### config.mk
export PLATFORM = sky130hd
export DESIGN_NAME = mem_arbiter
export DESIGN_NICKNAME = d
export VERILOG_FILES = /design/src/rtl/mem_arbiter_pkg.sv /design/src/rtl/arb_rd_pipe.sv /design/src/rtl/mem_arbiter.sv
export SDC_FILE = /design/constraint.sdc
export NUM_CORES = 1
export LEC_CHECK = 0
export BUFFER_PORTS_ARGS = -buffer_cell sky130_fd_sc_hd__buf_2
export CORE_AREA = 2 2 118 120
export CTS_BUF_LIST = sky130_fd_sc_hd__clkbuf_16
export DETAILED_ROUTE_END_ITERATION = 7
export DIE_AREA = 0 0 120 122
export GPL_TIMING_DRIVEN = 0
export PLACE_DENSITY = 0.49
export SLEW_MARGIN = 25
export SYNTH_ARGS = -nofsm -noshare
export SYNTH_HDL_FRONTEND = slang
export SYNTH_SLANG_ARGS = --single-unit
### constraint.sdc
create_clock -name clk -period 2.1 [get_ports clk]
set_clock_uncertainty 0.2 [all_clocks]
set_input_delay 0.105 -clock clk [delete_from_list [all_inputs] [get_ports clk]]
set_output_delay 0.105 -clock clk [all_outputs]
set_load 0.02 [all_outputs]
### src/rtl/mem_arbiter_pkg.sv
// Shared types for the data-memory arbiter: bus width, byte-select encoding,
// arbitration owner states and the requester id carried through the read pipe.
package mem_arbiter_pkg;

    localparam int DATA_BUS = 32;

    typedef enum logic [1:0] {
        BSEL_BYTE = 2'd0,
        BSEL_HALF = 2'd1,
        BSEL_WORD = 2'd2
    } byte_format;

    typedef enum logic [1:0] {
        ARB_IDLE = 2'd0,
        ARB_M0   = 2'd1,
        ARB_M1   = 2'd2
    } arb_owner_e;

    typedef logic arb_id_t;

    localparam arb_id_t ID_M0 = 1'b0;
    localparam arb_id_t ID_M1 = 1'b1;

endpackage

### src/rtl/arb_rd_pipe.sv
// Read-return tracker: a RD_LATENCY-deep shift pipe of {valid, id} so a read
// granted in cycle N pops out in cycle N + RD_LATENCY, when memory data is valid.
module arb_rd_pipe
    import mem_arbiter_pkg::*;
#(
    parameter int RD_LATENCY = 1
) (
    input  logic    clk,
    input  logic    rst,
    input  logic    push,
    input  arb_id_t push_id,
    output logic    valid,
    output arb_id_t valid_id
);

    logic [RD_LATENCY-1:0] vld_q;
    logic [RD_LATENCY-1:0] id_q;

    // Shift every stage by one each cycle; reset drops all in-flight reads.
    always_ff @(posedge clk) begin
        if (rst) begin
            vld_q <= '0;
            id_q  <= '0;
        end else begin
            vld_q[0] <= push;
            id_q[0]  <= push_id;
            for (int i = 1; i < RD_LATENCY; i++) begin
                vld_q[i] <= vld_q[i-1];
                id_q[i]  <= id_q[i-1];
            end
        end
    end

    assign valid    = vld_q[RD_LATENCY-1];
    assign valid_id = id_q[RD_LATENCY-1];

endmodule

### src/rtl/mem_arbiter.sv
// Two-requester arbiter for the single data-memory port. m0 (CPU) wins when
// the port is idle; a burst limit hands the port over after MAX_BURST
// consecutive grants while the other side waits. Reads are tagged and
// returned RD_LATENCY cycles after their grant.
// Optional build macro ARB_STALL_CNT_EN adds saturating wait counters
// (stall_cnt for m0, m1_wait_cnt for m1).
module mem_arbiter
    import mem_arbiter_pkg::*;
#(
    parameter int RD_LATENCY = 1,
    parameter int MAX_BURST  = 4
) (
    input  logic                clk,
    input  logic                rst,
    input  logic                m0_req,
    input  logic                m0_we,
    input  logic [DATA_BUS-1:0] m0_addr,
    input  logic [DATA_BUS-1:0] m0_wdata,
    input  byte_format          m0_bsel,
    output logic                m0_gnt,
    output logic                m0_rvalid,
    output logic [DATA_BUS-1:0] m0_rdata,
    input  logic                m1_req,
    input  logic                m1_we,
    input  logic [DATA_BUS-1:0] m1_addr,
    input  logic [DATA_BUS-1:0] m1_wdata,
    input  byte_format          m1_bsel,
    output logic                m1_gnt,
    output logic                m1_rvalid,
    output logic [DATA_BUS-1:0] m1_rdata,
    output logic [DATA_BUS-1:0] mem_a,
    output logic                mem_we,
    output logic [DATA_BUS-1:0] mem_wd,
    output byte_format          mem_bsel,
    input  logic [DATA_BUS-1:0] mem_rd,
    output logic                cpu_stall
`ifdef ARB_STALL_CNT_EN
    ,
    output logic [31:0]         stall_cnt,
    output logic [31:0]         m1_wait_cnt
`endif
);

    localparam int CW = $clog2(MAX_BURST + 1);
    typedef logic [CW-1:0] burst_t;
    localparam burst_t BURST_MAX = burst_t'(MAX_BURST);

    arb_owner_e owner_q, owner_d;
    burst_t     burst_q, burst_d;

    logic    pipe_valid;
    arb_id_t pipe_id;
    logic    rd_push;
    arb_id_t rd_push_id;

    // Owner and burst counter registers.
    always_ff @(posedge clk) begin
        if (rst) begin
            owner_q <= ARB_IDLE;
            burst_q <= '0;
        end else begin
            owner_q <= owner_d;
            burst_q <= burst_d;
        end
    end

    // Grant decision and owner/burst next state; no grants while in reset.
    always_comb begin
        owner_d = owner_q;
        burst_d = burst_q;
        m0_gnt  = 1'b0;
        m1_gnt  = 1'b0;
        if (!rst) begin
            if (m0_req && !m1_req) begin
                m0_gnt = 1'b1;
            end else if (m1_req && !m0_req) begin
                m1_gnt = 1'b1;
            end else if (m0_req && m1_req) begin
                case (owner_q)
                    ARB_M0: begin
                        if (burst_q < BURST_MAX) m0_gnt = 1'b1;
                        else                     m1_gnt = 1'b1;
                    end
                    ARB_M1: begin
                        if (burst_q < BURST_MAX) m1_gnt = 1'b1;
                        else                     m0_gnt = 1'b1;
                    end
                    default: m0_gnt = 1'b1;
                endcase
            end

            // A new owner, or an uncontested grant, restarts the burst count.
            if (m0_gnt) begin
                if (owner_q != ARB_M0 || !m1_req) begin
                    owner_d = ARB_M0;
                    burst_d = burst_t'(1);
                end else if (burst_q < BURST_MAX) begin
                    burst_d = burst_q + burst_t'(1);
                end
            end
            if (m1_gnt) begin
                if (owner_q != ARB_M1 || !m0_req) begin
                    owner_d = ARB_M1;
                    burst_d = burst_t'(1);
                end else if (burst_q < BURST_MAX) begin
                    burst_d = burst_q + burst_t'(1);
                end
            end

            if (!m0_req && !m1_req) begin
                owner_d = ARB_IDLE;
                burst_d = '0;
            end
        end
    end

    // Memory port mux: m0 fields are parked on the bus when nobody is granted.
    always_comb begin
        mem_a    = m1_gnt ? m1_addr  : m0_addr;
        mem_wd   = m1_gnt ? m1_wdata : m0_wdata;
        mem_bsel = m1_gnt ? m1_bsel  : m0_bsel;
        mem_we   = (m0_gnt & m0_we) | (m1_gnt & m1_we);
    end

    assign rd_push    = (m0_gnt & ~m0_we) | (m1_gnt & ~m1_we);
    assign rd_push_id = m1_gnt ? ID_M1 : ID_M0;

    arb_rd_pipe #(
        .RD_LATENCY(RD_LATENCY)
    ) u_rd_pipe (
        .clk      (clk),
        .rst      (rst),
        .push     (rd_push),
        .push_id  (rd_push_id),
        .valid    (pipe_valid),
        .valid_id (pipe_id)
    );

    assign m0_rvalid = pipe_valid & ~rst & (pipe_id == ID_M0);
    assign m1_rvalid = pipe_valid & ~rst & (pipe_id == ID_M1);
    assign m0_rdata  = mem_rd;
    assign m1_rdata  = mem_rd;
    assign cpu_stall = m0_req & ~m0_gnt;

`ifdef ARB_STALL_CNT_EN
    logic [31:0] stall_cnt_q;
    logic [31:0] m1_wait_cnt_q;

    // Saturating counts of cycles each requester spent waiting.
    always_ff @(posedge clk) begin
        if (rst) begin
            stall_cnt_q   <= '0;
            m1_wait_cnt_q <= '0;
        end else begin
            if (cpu_stall && stall_cnt_q != 32'hFFFF_FFFF)
                stall_cnt_q <= stall_cnt_q + 32'd1;
            if (m1_req && !m1_gnt && m1_wait_cnt_q != 32'hFFFF_FFFF)
                m1_wait_cnt_q <= m1_wait_cnt_q + 32'd1;
        end
    end

    assign stall_cnt   = stall_cnt_q;
    assign m1_wait_cnt = m1_wait_cnt_q;
`endif

endmodule

==> impl_metrics.ini <==
[worst_setup_path]
worst-setup-path-type = reg -> out
critPathLaunchType = register
crit_path_frequent_cell = buf_12
cp_max_fo = 5
slowest_delay_ns = 0.36
crit_chain = inv_4, ha_4, nand2_4, a31oi_4, buf_12, buf_12, buf_12, buf_8, mux2_4, buf_6
crit_family = buffers and inverters
cpMaxStageDelayCell = dfxtp_4
path_buf_inv = 6
worstPathRequired_ns = 1.79
end_kind = output pin
worstPathArrival_ns = 1.97

[place]
port_buffers = 273
placed_cell_area_um2 = 3350
place_hpwl_mm = 6.04
gp_congestion = 0.681
post-place-cells = 647
place_ws_ns = -0.390

[timing]
max_slew_margin_pct = 80.0
final.min_clock_period_ns = 2.28
min_period_over_period_pct = 109
finalSetupViolCount = 63
max_freq_ghz = 0.439
maxSlewViolCount = 0
rsz0062_at_grt = true
finalHoldViolCount = 0
tightest_slew_ns = 0.298
setup_ws_ns = -0.179
worst_hold_slack_ns = 0.0547

[pwr]
p_switching_mw = 0.504
clockPowerShare_pct = 23.1
power.density_nw_per_um2 = 352
p_int_mw = 0.865
p_leak_nw = 2.11
seqPwrFrac_pct = 10.7
power_frac_comb_pct = 66.2
ir_drop_mv = 0.445
swShare_pct = 36.8

[yosys]
yosysTopAreaCell = mux2_2
syn_inst = 194
yosys_warnings = 0
synth_top_area_share_pct = 35.9
synth_seq_cells = 7
async_flop_share_pct = 0
syn-num-nets = 367
syn_area_per_cell_um2 = 9.05
synth_ff_type = dfxtp_1
ys_types = 33
synth_edf_count = 0
syn-cell-area_um2 = 1760
seq_area_frac_synth_pct = 7.98
synth_top_cells_by_area = mux2_2 36%, buf_4 28%, dfxtp_1 8.0%

[layout]
fin_nets = 662
layout_commonest_cell = buf_2
utilization_pct = 28.8
fin_area_um2 = 3880
fillCellCount = 1424
layout.cells.most_common_list = 253 x buf_2, 75 x buf_4, 50 x mux2_2
stdcell_count = 668
multi_input_area_um2 = 1150
areaGrowthSynthToFinish_pct = 121
seqCellArea_um2 = 148
insertedDiodeCount = 0
layout-drive-gt1-share_pct = 89.3

[die]
start_util_pct = 13.0
ios = 306
dieWidth_um = 120
rows = 43
die-height_um = 122
coreArea_um2 = 13500
die-area_um2 = 14600

[clocking]
path_clk_slew_ns = 0.04
clkSinkCount = 7
cts_tree = yes
clockBufferDepth = 2
clockRootBuffer = clkbuf_16
cts_max_level = 1
cts_inserted_buffers = 3
clk_latency_ns = 0.23

[grt]
grt_pass1_wl_mm = 10.2
overflow = 0
grt_max_degree = 11
grt_pass1_vias = 2181
grt_antenna_before_repair = 0
track_usage_pct = 8.18

[routing]
vias = 2390
drc_errors = 0
wl_per_cell_um = 10.9
drt_pass1_iterations = 4
routed_wirelength_mm = 7.26
viasPerCell = 3.58
drtIter0Drc = 48
ant_nets = 0

[job]
max_cap_viol_count = 0

[hold_path]
hold_class = in -> reg

[status]
status = complete, but fails checks
violations = negative setup slack
-- cells by family after synthesis --
| logic type | synth area share [%] |
|---|---|
| AOI/OAI and AO/OA | 8.98 |
| xor gates and xnor gates | 0.499 |
| adders and majority gates | 2.14 |
| buffers and inverters | 31.5 |
| DFF | 7.98 |
| muxes | 42.9 |
| and+or+nand+nor | 5.99 |
-- stage by stage --
| stage | power, mW | setup TNS, ns |
|---|---|---|
| after floorplan | 0.643 | 0 |
| after global placement | 0.941 | -15.50 |
| after detailed placement | 0.944 | -19.34 |
| after CTS | 1.38 | -11.42 |
| after global routing | 1.45 | -11.05 |
| final | 1.37 | -6.93 |
-- area by class of cell --
class | instances | share of cell area [%]
plain buffers | 71 | 14.3
clock buffers | 3 | 1.93
repair buffers | 292 | 43.7
flip-flops and latches | 7 | 3.80
clock inverters | 1 | 0.0967
inverters | 5 | 0.612
multi-input cells | 109 | 29.7
well taps | 180 | 5.80
-- worst reg2reg max path, stage by stage (launching register included) --
cell and delay [ns]:
dfxtp_4 0.37, inv_4 0.04, ha_4 0.16, buf_4 0.16, nor3_1 0.30, a211oi_2 0.15, xnor2_1 0.14, a311oi_1 0.27
-- path summary, 6_finish.rpt --
kind / startpoint / to / slack [ns] / cells after the start
min: m0_req / owner_q[0]$_SDFF_PP0_ / 0.05 / 3
max: owner_q[1]$_SDFF_PP0_ / mem_wd[22] / -0.18 / 10
min reg2reg: burst_q[1]$_SDFF_PP0_ / burst_q[1]$_SDFF_PP0_ / 0.30 / 2
max reg2reg: owner_q[0]$_SDFF_PP0_ / burst_q[0]$_SDFF_PP0_ / 0.22 / 7
-- state kept, by name, indices dropped and copies added (netlist names) --
register,cells
u_rd_pipe.valid_id,1
burst_q,3
owner_q,2
u_rd_pipe.valid,1
-- power groups by stage --
| stage | registers [mW] | clock network (mW) | logic (mW) |
|---|---|---|---|
| finish | 0.146 | 0.316 | 0.906 |
| CTS | 0.146 | 0.322 | 0.907 |
| global placement | 0.146 | 0 | 0.795 |
| global route | 0.146 | 0.335 | 0.969 |
| detailed placement | 0.146 | 0 | 0.798 |
| floorplan | 0.145 | 0 | 0.498 |
-- cells in the mapped netlist, types with 3 or more instances --
cell and n:
a31oi_1 3, mux2_2 56, inv_1 5, ha_1 3, nor2_1 6, buf_2 7
buf_4 65, a21oi_1 4, mux2_1 10, nand2b_1 4, dfxtp_1 7
-- per-layer routing --
layer / wire length [um] / global-route usage, %
met5: 0 / 0
met4: 18 / 1.03
met3: 624 / 1.26
met2: 3960 / 15.7
met1: 2660 / 9.78
-- repair_timing --
| item | 4_1_cts | 5_1_grt |
|---|---|---|
| resized for setup | 76 | 8 |
| hold buffers | 6 | 0 |
| endpoints found under the setup margin | 68 | 69 |
| endpoints found under the hold margin | 4 | 0 |
| pin swaps | 4 | 2 |
| gates cloned | 2 | 0 |
| setup buffers | 8 | 3 |
(Power assumes the default switching activity.)
